--- src/rtl/cu_fsm_mc_pkg.sv ---
// Shared types for the multicycle OTTER control unit: state encoding, opcodes, trap causes.
// MULDIV state exists only when CU_FSM_MULDIV_EN is defined.
package otter_cu_pkg;

   typedef enum logic [2:0] {
      INIT   = 3'd0,
      FETCH  = 3'd1,
      EXEC   = 3'd2,
      MEM    = 3'd3,
      WR_BK  = 3'd4,
      INTRPT = 3'd5,
      TRAP   = 3'd6
`ifdef CU_FSM_MULDIV_EN
      , MULDIV = 3'd7
`endif
   } cu_state_t;

   localparam logic [6:0] OPC_LUI    = 7'h37;
   localparam logic [6:0] OPC_AUIPC  = 7'h17;
   localparam logic [6:0] OPC_JAL    = 7'h6F;
   localparam logic [6:0] OPC_JALR   = 7'h67;
   localparam logic [6:0] OPC_BRANCH = 7'h63;
   localparam logic [6:0] OPC_LOAD   = 7'h03;
   localparam logic [6:0] OPC_STORE  = 7'h23;
   localparam logic [6:0] OPC_OP_IMM = 7'h13;
   localparam logic [6:0] OPC_OP     = 7'h33;
   localparam logic [6:0] OPC_SYSTEM = 7'h73;

   localparam logic [1:0] TRAP_ILLEGAL  = 2'd0;
   localparam logic [1:0] TRAP_FETCH_TO = 2'd1;
   localparam logic [1:0] TRAP_DATA_TO  = 2'd2;

   // Instructions that write the register file and PC in a single EXEC cycle.
   function automatic logic is_alu_op(input logic [6:0] op);
      return (op == OPC_OP) || (op == OPC_OP_IMM) || (op == OPC_JALR) ||
             (op == OPC_LUI) || (op == OPC_AUIPC) || (op == OPC_JAL);
   endfunction

endpackage

--- src/rtl/cu_fsm_mc_irq_prio.sv ---
// Lowest-index-wins priority encoder over the enabled interrupt lines.
module cu_irq_prio #(
   parameter  int W  = 1,
   localparam int IW = (W > 1) ? $clog2(W) : 1
) (
   input  logic [W-1:0]  i_req,
   output logic [IW-1:0] o_idx,
   output logic          o_vld
);

   always_comb begin
      o_idx = '0;
      o_vld = |i_req;
      // Scan downward so the lowest set index is the last one written.
      for (int i = W - 1; i >= 0; i--) begin
         if (i_req[i]) o_idx = IW'(i);
      end
   end

endmodule

--- src/rtl/cu_fsm_mc.sv ---
// Multicycle OTTER control unit: Moore/Mealy FSM with fetch/data timeouts, traps and interrupts.
// Optional iterative mul/div handshake is enabled by defining CU_FSM_MULDIV_EN.
module cu_fsm_mc
   import otter_cu_pkg::*;
#(
   parameter  int IRQ_W    = 1,
   parameter  int MAX_WAIT = 15,
   localparam int IC_W     = (IRQ_W > 1) ? $clog2(IRQ_W) : 1,
   localparam int WC_W     = $clog2(MAX_WAIT + 1)
) (
   input  logic             clk,
   input  logic             rst,
   input  logic [IRQ_W-1:0] irq,
   input  logic             mie,
   input  logic [6:0]       opcode,
   input  logic [2:0]       func3,
   input  logic             funct7_0,
   input  logic             imem_ack,
   input  logic             dmem_ack,
`ifdef CU_FSM_MULDIV_EN
   input  logic             muldiv_done,
   output logic             muldiv_start,
`endif
   output logic             pc_w_en,
   output logic             rfile_w_en,
   output logic             mem_we2,
   output logic             mem_rden1,
   output logic             mem_rden2,
   output logic             cu_rst,
   output logic             csr_we,
   output logic             int_taken,
   output logic             trap_taken,
   output logic [IC_W-1:0]  int_cause,
   output logic [1:0]       trap_cause
);

   cu_state_t        r_state;
   cu_state_t        w_next;
   logic [WC_W-1:0]  r_wait;
   logic [IC_W-1:0]  r_int_cause;
   logic [1:0]       r_trap_cause;
   logic [IRQ_W-1:0] w_irq_masked;
   logic [IC_W-1:0]  w_irq_idx;
   logic             w_irq_vld;
   logic             w_timeout;
   logic             w_done;
   logic             w_trap;
   logic [1:0]       w_trap_cause;
   logic             w_unused;

   assign w_irq_masked = irq & {IRQ_W{mie}};
   assign w_timeout    = (r_wait == WC_W'(MAX_WAIT - 1));
   assign int_cause    = r_int_cause;
   assign trap_cause   = r_trap_cause;
`ifdef CU_FSM_MULDIV_EN
   assign w_unused     = &{1'b0, func3[2:1]};
`else
   assign w_unused     = &{1'b0, func3[2:1], funct7_0};
`endif

   cu_irq_prio #(.W(IRQ_W)) u_irq_prio (
      .i_req (w_irq_masked),
      .o_idx (w_irq_idx),
      .o_vld (w_irq_vld)
   );

   always_comb begin
      pc_w_en      = 1'b0;
      rfile_w_en   = 1'b0;
      mem_we2      = 1'b0;
      mem_rden1    = 1'b0;
      mem_rden2    = 1'b0;
      cu_rst       = 1'b0;
      csr_we       = 1'b0;
      int_taken    = 1'b0;
      trap_taken   = 1'b0;
`ifdef CU_FSM_MULDIV_EN
      muldiv_start = 1'b0;
`endif
      w_next       = r_state;
      w_done       = 1'b0;
      w_trap       = 1'b0;
      w_trap_cause = TRAP_ILLEGAL;
      case (r_state)
         INIT: begin
            cu_rst = 1'b1;
            w_next = FETCH;
         end
         FETCH: begin
            mem_rden1 = 1'b1;
            if (imem_ack) begin
               w_next = EXEC;
            end else if (w_timeout) begin
               w_trap       = 1'b1;
               w_trap_cause = TRAP_FETCH_TO;
            end
         end
         EXEC: begin
`ifdef CU_FSM_MULDIV_EN
            if (opcode == OPC_OP && funct7_0) begin
               muldiv_start = 1'b1;
               w_next       = MULDIV;
            end else
`endif
            if (is_alu_op(opcode)) begin
               rfile_w_en = 1'b1;
               pc_w_en    = 1'b1;
               w_done     = 1'b1;
            end else if (opcode == OPC_BRANCH) begin
               pc_w_en = 1'b1;
               w_done  = 1'b1;
            end else if (opcode == OPC_SYSTEM) begin
               pc_w_en    = 1'b1;
               csr_we     = func3[0];
               rfile_w_en = func3[0];
               w_done     = 1'b1;
            end else if (opcode == OPC_LOAD || opcode == OPC_STORE) begin
               w_next = MEM;
            end else begin
               w_trap       = 1'b1;
               w_trap_cause = TRAP_ILLEGAL;
            end
         end
         MEM: begin
            // The instruction register holds the opcode for the whole instruction.
            if (opcode == OPC_STORE) begin
               mem_we2 = 1'b1;
               if (dmem_ack) begin
                  pc_w_en = 1'b1;
                  w_done  = 1'b1;
               end
            end else begin
               mem_rden2 = 1'b1;
               if (dmem_ack) w_next = WR_BK;
            end
            if (!dmem_ack && w_timeout) begin
               w_trap       = 1'b1;
               w_trap_cause = TRAP_DATA_TO;
            end
         end
         WR_BK: begin
            rfile_w_en = 1'b1;
            pc_w_en    = 1'b1;
            w_done     = 1'b1;
         end
         INTRPT: begin
            int_taken = 1'b1;
            pc_w_en   = 1'b1;
            w_next    = FETCH;
         end
         TRAP: begin
            trap_taken = 1'b1;
            pc_w_en    = 1'b1;
            w_next     = FETCH;
         end
`ifdef CU_FSM_MULDIV_EN
         MULDIV: begin
            if (muldiv_done) begin
               rfile_w_en = 1'b1;
               pc_w_en    = 1'b1;
               w_done     = 1'b1;
            end
         end
`endif
         default: w_next = INIT;
      endcase
      if (w_done) w_next = w_irq_vld ? INTRPT : FETCH;
      if (w_trap) w_next = TRAP;
   end

   always_ff @(posedge clk) begin
      if (rst) begin
         r_state      <= INIT;
         r_wait       <= '0;
         r_int_cause  <= '0;
         r_trap_cause <= TRAP_ILLEGAL;
      end else begin
         r_state <= w_next;
         // Counter restarts whenever FETCH or MEM is (re)entered and saturates while waiting.
         if (w_next == r_state && (r_state == FETCH || r_state == MEM)) begin
            if (r_wait != WC_W'(MAX_WAIT)) r_wait <= r_wait + 1'b1;
         end else begin
            r_wait <= '0;
         end
         if (w_done && w_irq_vld) r_int_cause <= w_irq_idx;
         if (w_trap) r_trap_cause <= w_trap_cause;
      end
   end

endmodule

--- config.mk ---
export PLATFORM = sky130hd
export DESIGN_NAME = cu_fsm_mc
export DESIGN_NICKNAME = d
export VERILOG_FILES = /design/src/rtl/cu_fsm_mc_pkg.sv /design/src/rtl/cu_fsm_mc_irq_prio.sv /design/src/rtl/cu_fsm_mc.sv
export SDC_FILE = /design/constraint.sdc
export NUM_CORES = 1
export LEC_CHECK = 0
export ABC_CLOCK_PERIOD_IN_PS = 3100
export BUFFER_PORTS_ARGS = -buffer_cell sky130_fd_sc_hd__buf_2
export CAP_MARGIN = 10
export CELL_PAD_IN_SITES_DETAIL_PLACEMENT = 0
export CELL_PAD_IN_SITES_GLOBAL_PLACEMENT = 2
export CORE_ASPECT_RATIO = 1.25
export CORE_MARGIN = 4
export CORE_UTILIZATION = 30
export CTS_BUF_LIST = sky130_fd_sc_hd__clkbuf_16
export DETAILED_ROUTE_END_ITERATION = 8
export GPL_ROUTABILITY_DRIVEN = 0
export PLACE_DENSITY_LB_ADDON = 0.08
export SLEW_MARGIN = 20
export SYNTH_ARGS = -nofsm -noshare
export SYNTH_HDL_FRONTEND = slang
export SYNTH_SLANG_ARGS = --single-unit
--- constraint.sdc ---
create_clock -name clk -period 3.1 [get_ports clk]
set_clock_uncertainty 0.2 [all_clocks]
set_input_delay 0.93 -clock clk [delete_from_list [all_inputs] [get_ports clk]]
set_output_delay 0.93 -clock clk [all_outputs]
set_load 0.01 [all_outputs]
==> results of run 1 <==
## repair_timing
action                                  in CTS  in global routing
setup buffers                                0                  1
endpoints found under the setup margin       1                  2
gates resized for setup                      2                 10
pin swaps                                    0                  1
## critical path, delay by kind of cell
| family | cells | cell delay, ns |
|---|---|---|
| AND/OR/NAND/NOR | 2 | 0.51 |
| buffers and inverters | 2 | 0.24 |
| AO/OA/AOI/OAI | 2 | 0.25 |
## power by group through the flow
stage,sequential (mW),clock (mW),combinational [mW]
floorplan,0.128,0,0.0745
global placement,0.134,0,0.110
detailed placement,0.134,0,0.111
CTS,0.133,0.226,0.113
global route,0.135,0.239,0.129
finish,0.133,0.221,0.116
## through the flow
step | hold WS, ns | setup WS [ns] | util, % | TNS [ns]
2_1_floorplan | 0.3095 | 0.1066 | - | 0
3_3_place_gp | 0.2464 | -0.05362 | 39.36 | -0.05362
3_5_place_dp | 0.2536 | -0.05730 | 39.36 | -0.05730
4_1_cts | 0.2671 | 0.01382 | 42.72 | 0
5_1_grt | 0.3114 | 0.003525 | 44.12 | 0
6_report | 0.2618 | 0.04494 | 44.12 | 0
## cells by family (layout without fill, tap and decap cells)
family / count (synthesis) / count (layout) / synth area share [%]
DFF: 9 / 9 / 21.30
adders and majority gates: 2 / 2 / 2.958
xor gates and xnor gates: 1 / 1 / 1.036
and+or+nand+nor: 52 / 52 / 42.16
AOI/OAI and AO/OA: 27 / 27 / 27.96
buffers and inverters: 8 / 41 / 4.142
other: 1 / 1 / 0.4434
## layout make-up
class / count / share of cell area, %
inverter: 4 / 1.270
timing repair buffer: 33 / 17.67
multi-input combinational: 83 / 55.56
tap: 34 / 3.598
clock buffer: 3 / 6.349
clock inverter: 1 / 0.3175
sequential: 9 / 15.24
## routing by layer
layer	global-route usage, %	up-vias	wire, µm
met5	0	-	0
met4	6.079	0	17
met3	2.486	2	75
met2	21.89	14	1122
met1	16.44	398	1100
li1	-	448	-
## worst max path at each step
| stage | cells after the start | end | slack (ns) | start |
|---|---|---|---|---|
| finish | 6 | rfile_w_en | 0.04 | opcode[5] |
| CTS | 6 | rfile_w_en | 0.01 | opcode[5] |
| global route | 6 | rfile_w_en | 0.004 | opcode[5] |
| detailed placement | 5 | pc_w_en | -0.06 | opcode[5] |
| floorplan | 3 | rfile_w_en | 0.11 | opcode[3] |
| global placement | 5 | pc_w_en | -0.05 | opcode[5] |
## synthesized netlist by cell type, drive strengths merged (3+ instances only)
library cell / count
nor3: 5
a21oi: 3
nor4: 4
nor2: 7
nand3: 4
nand2b: 4
o211ai: 3
nor2b: 4
nand2: 5
o21ai: 3
inv: 4
nor3b: 4
dfxtp: 9
o31ai: 3
## state kept, by name, summed over array words and instances, names as in the netlist
name / count
r_wait: 4
trap_cause: 2
r_state: 3
==> metrics.md, run 1 <==
| Metric | Value |
|---|---|
| Status | finished, final reports clean |
| # setup viols final | 0 |
| Fin crit period | 3.055 ns |
| Final Hold Fails | 0 |
| Worst reg2reg setup slack | 1.04 ns |
| HPWL after DPL | 1867 µm |
| Routed length per instance | 13.86 µm |
| Initial antenna violation count | 0 |
| Netlist cell types | 47 |
| Worst Hold Endpoint | trap_cause[0]$_SDFFE_PP0N_ |
| Yosys warnings | 0 |
| Pin count of the biggest net entering global routing | 17 |
| Crit share post-route | 98.55% |
| CTS H-tree lvls | 1 |
| Synth async-reset ratio | 0% |
| Achievable frequency | 327.3 MHz |
| Clk sinks | 9 |
| Ranking of synthesized cells by area | dfxtp_1, a2111oi_4, nor2_1 |
| Power per standard cell area | 397.0 mW/mm² |
| All-Layer GR Usage | 13.15% |
| Num CTS Buffers | 3 |
| Top Ports | 29 |
| Cell-internal power | 0.3432 mW |
| Sw power | 0.1262 mW |
| Share of layout cells above drive strength 1 | 37.59% |
| R2R depth | 4 |
| Max VDD drop | 332.0 µV |
| CTS tree | built |
| Num rows | 21 |
| Commonest non-fill, non-tap cell in the layout | buf_2 |
| Crit-path cells | buf_6 -> and4b_2 -> o211ai_1 -> a21oi_1 -> or2_1 -> buf_2 |
| Reg2reg end | trap_cause[1]$_SDFFE_PP0N_ |
| Comb pwr share | 24.6% |
| Worst-margin pin slew | 0.6707 ns |
| Hold path depth | 1 |
| DRC violations left | 0 |
| Total wire length | 2315 µm |
| CP Class | in2out |
| Core area | 0.002680 mm² |
| Vias | 862 |
| Crit start category | input port |
| Ant diodes | 0 |
| Gate Count Post-Synth | 100 |
| Main synth FF type | dfxtp_1 |
| Net total in the final layout | 153 |
| Global-route wire length before repair | 3953 µm |
| CTS Buffer Depth | 2 |
| Reg power frac | 28.2% |
| FF+latch count, synth | 9 |
| Number of synthesized flops with an enable pin | 0 |
| R2R Path Start | r_state[0]$_SDFF_PP0_ |
| Layout area overhead | 39.79% |
| Area of the multi-input gates | 656.9 µm² |
| Max-cap violations | 0 |
| DRT iter0 DRCs | 19 |
| Source of the worst hold timing path | trap_cause[0]$_SDFFE_PP0N_ |
| Vias in the first global route | 878 |
| Clock transition at path regs | 0.04 ns |
| Layout Cells excl Fill | 167 |
| Min-delay worst type | reg2reg |
| Hold-fix buffer count after cts | 0 |
| Syn Area/Cell | 8.458 µm² |
| Unrepaired setup endpoints after global routing | false |
| Clk pwr share | 47.1% |
| Commonest cells after routing, fill and taps aside | buf_2, buf_4, dfxtp_1 |
| Placed Area | 0.001055 mm² |
| Post-Syn Area | 845.8 µm² |
| Register area | 180.2 µm² |
| Die extent in x | 55.49 µm |
| CTS Root Buffer Type | clkbuf_16 |
| CP arrival | 1.93 ns |
| Final Max Tran Viols | 0 |
| Crit path max fanout | 5 |
| Total grt overflow | 0 |
| Via density | 5.162 |
| Finished Cell Area | 0.001182 mm² |
| Pre-Repair DR Iteration Count | 4 |
| Required @ worst endpoint | 1.97 ns |
| Max incr delay on CP | 0.27 ns |
| Die area | 0.003738 mm² |
| Starting Density | 31.56% |
| Worst skew pair latency | 0.23 ns |
| Syn Nets | 119 |
| Slowest cell on crit path | and4b_2 |
| Yosys top cell by area | dfxtp_1 |
| Placed Instances | 162 |
| DRT antenna net count | 0 |
| Synth top area share | 21.30% |
| P_leak | 0.4629 nW |
| Rel. slew slack | 54.91% |
| Setup crit end kind | output pin |
| Seq/Total Area, Yosys | 21.30% |
| Fillers | 285 |
| Sw frac | 26.88% |
| I/O Buffers | 24 |
| Die Ht | 67.37 µm |
| Design Power | 0.4694 mW |
Note: power is estimated with default switching activity, not from simulation.
==> run 2: changes to the inputs <==
ABC_AREA = 1   (was default)
ABC_CLOCK_PERIOD_IN_PS = 3900   (was 3100)
CORE_UTILIZATION = 25   (was 30)
clock period = 3.9 ns   (was 3.1 ns; I/O delays follow)
==> run 2 against run 1 <==
Critical path depth up 2; worst setup slack better by 0.36 ns; sequential share of layout area up 1.9 points; global-route usage shrank 2.1 points; cell count up 23%; register-to-register slack better by 0.99 ns; flip-flop and latch count did not move; die area increased by 13%; wire length is 11% lower; area after synthesis down 3.7%; total power rose by 24%; critical path type unchanged.
==> metrics.md, run 2 <==
| Metric | Value |
|---|---|
| Status | finished, final reports clean |
| Top-count cell post-synth | nand2_1 |
| Worst skew pair latency | 0.23 ns |
| Netlist cell types | 23 |
| CP Class | in2out |
| Total wire length | 2064 µm |
| Top Ports | 29 |
| Finished Cell Area | 0.001051 mm² |
| Syn Area/Cell | 5.696 µm² |
| Biggest register | r_wait |
| Starting Density | 26.90% |
| Number of synthesized flops with an enable pin | 0 |
| Synth top area share | 22.12% |
| Cell-internal power | 0.3433 mW |
| Commonest cells after routing, fill and taps aside | nand2_1, inv_1, buf_2 |
| Comb pwr share | 46.7% |
| Crit share post-route | 89.55% |
| Top Usage Layer GRT | met2 |
| Power per standard cell area | 553.7 mW/mm² |
| Num CTS Buffers | 3 |
| Clk pwr share | 30.0% |
| Vias in the first global route | 917 |
| Yosys top cell by area | dfxtp_1 |
| Share of layout cells above drive strength 1 | 25.88% |
| HPWL after DPL | 1790 µm |
| Seq/Total Area, Yosys | 22.12% |
| Final Max Tran Viols | 0 |
| Design Power | 0.5820 mW |
| Largest register FFs | 4 |
| Core area | 0.003028 mm² |
| CTS Buffer Depth | 2 |
| Fillers | 363 |
| Global-route wire length before repair | 3739 µm |
| Total grt overflow | 0 |
| CTS tree | built |
| Setup crit end kind | output pin |
| M1 GR Usage | 14.03% |
| Gate Count Post-Synth | 143 |
| Routed length per instance | 10.02 µm |
| Main synth FF type | dfxtp_1 |
| Via density | 4.432 |
| Crit path max fanout | 4 |
| Achievable frequency | 286.3 MHz |
| Max-cap violations | 0 |
| Post-synth top cells | nand2_1, inv_1, nor2_1 |
| CTS Root Buffer Type | clkbuf_16 |
| # setup viols final | 0 |
| Pre-Repair DR Iteration Count | 4 |
| Required @ worst endpoint | 2.53 ns |
| Die area | 0.004241 mm² |
| Initial antenna violation count | 0 |
| DRC violations left | 0 |
| Pin count of the biggest net entering global routing | 8 |
| Unrepaired setup endpoints after global routing | false |
| Hold-fix buffer count after cts | 0 |
| Synth async-reset ratio | 0% |
| CTS H-tree lvls | 1 |
| Met3 Usage GRT | 1.261% |
| CP arrival | 2.12 ns |
| Register area | 180.2 µm² |
| Num rows | 22 |
| Post-Syn Area | 814.5 µm² |
| Net total in the final layout | 190 |
| Cts repair resizes | 0 |
| DRT iter0 DRCs | 16 |
| Post-CTS setup buffer count | 0 |
| Final Hold Fails | 0 |
| Die Ht | 71.82 µm |
| Yosys warnings | 0 |
| Ranking of synthesized cells by area | dfxtp_1, nand2_1, inv_1 |
| Clock transition at path regs | 0.04 ns |
| P_leak | 0.6162 nW |
| I/O Buffers | 24 |
| Setup TNS Final | 0 ns |
| DRT antenna net count | 0 |
| Placed Area | 972.2 µm² |
| Crit start category | input port |
| Reg power frac | 23.3% |
| Clk sinks | 9 |
| Die extent in x | 59.06 µm |
| Ant diodes | 0 |
| Sw frac | 41.02% |
| Syn Nets | 162 |
| FF+latch count, synth | 9 |
| GR Util met2 | 18.80% |
| All-Layer GR Usage | 11.02% |
| Sw power | 0.2387 mW |
| Max VDD drop | 346.2 µV |
| Layout area overhead | 29.03% |
| Min-delay worst type | reg2reg |
| Vias | 913 |
| Fin crit period | 3.493 ns |
| Area of the multi-input gates | 521.8 µm² |
| Commonest non-fill, non-tap cell in the layout | nand2_1 |
-- run 2: changes by cell type in the layout (fill, tap and decap cells not counted), moves of 4 or more --
cell	delta
nor2_1	+14
nand2_2	+4
buf_4	-10
inv_1	+19
nor2b_1	-4
buf_2	+4
nand2b_1	-4
nand3_1	+11
nand2_1	+33
inv_2	+5
-- run 2: layout make-up --
class                           instances  area share [%]
Timing Repair Buffer                   24           11.43
Multi-Input combinational cell        105           49.64
Sequential cell                         9           17.14
Tap cell                               36           4.286
Inverter                               28           10.00
Clock inverter                          1          0.3571
Clock buffer                            3           7.143
-- run 2: power groups by stage --
| stage | combinational [mW] | sequential (mW) | clock [mW] |
|---|---|---|---|
| floorplan | 0.206 | 0.131 | 0 |
| global placement | 0.273 | 0.138 | 0 |
| finish | 0.272 | 0.136 | 0.175 |
| CTS | 0.277 | 0.136 | 0.180 |
| global route | 0.321 | 0.142 | 0.186 |
| detailed placement | 0.274 | 0.137 | 0 |
-- run 2: kinds of logic (layout without fill, tap and decap cells) --
group,Yosys count,after routing,share of synthesized area (%)
adder cells (fa/ha/maj),2,2,3.072
buffers and inverters,29,56,13.83
other,1,1,0.4604
XOR/XNOR,2,2,2.151
flip-flops,9,9,22.12
AO/OA/AOI/OAI,11,11,7.986
AND/OR/NAND/NOR,89,89,50.38
-- run 2: metal layers --
| metal | part of all wire [%] | up-vias | wire, µm |
|---|---|---|---|
| met1 | 47 | 398 | 963 |
| li1 | - | 495 | - |
| met2 | 48 | 18 | 993 |
| met3 | 4.3 | 2 | 89 |
| met4 | 0.82 | 0 | 17 |
| met5 | 0 | - | 0 |
-- run 2: worst paths after layout --
| path | from | slack [ns] | endpoint | depth (start not counted) |
|---|---|---|---|---|
| worst max register to register | r_wait[0]$_SDFFE_PP0P_ | 2.03 | r_wait[2]$_SDFFE_PP0P_ | 13 |
| worst min register to register | trap_cause[1]$_SDFFE_PP0N_ | 0.26 | trap_cause[1]$_SDFFE_PP0N_ | 2 |
| worst max-delay path | opcode[1] | 0.41 | pc_w_en | 8 |
| worst min-delay path | trap_cause[1]$_SDFFE_PP0N_ | 0.26 | trap_cause[1]$_SDFFE_PP0N_ | 2 |
-- run 2: worst max-delay path, cell delays in order --
cell and delay, ns:
buf_2 0.09, nand2_1 0.11, inv_1 0.08, nand3_1 0.11
nand4_1 0.14, nand2_1 0.16, nand3_1 0.10, buf_2 0.15
-- run 2: metrics by stage --
stage / instances / setup slack [ns] / hold WS [ns] / util (%)
2_1_floorplan: 143 / 0.5705 / 0.2767 / -
3_3_place_gp: 202 / 0.4003 / 0.2463 / 32.11
3_5_place_dp: 202 / 0.3990 / 0.2552 / 32.11
4_1_cts: 206 / 0.4038 / 0.2623 / 34.71
5_1_grt: 206 / 0.2938 / 0.3002 / 34.71
6_report: 206 / 0.4074 / 0.2565 / 34.71
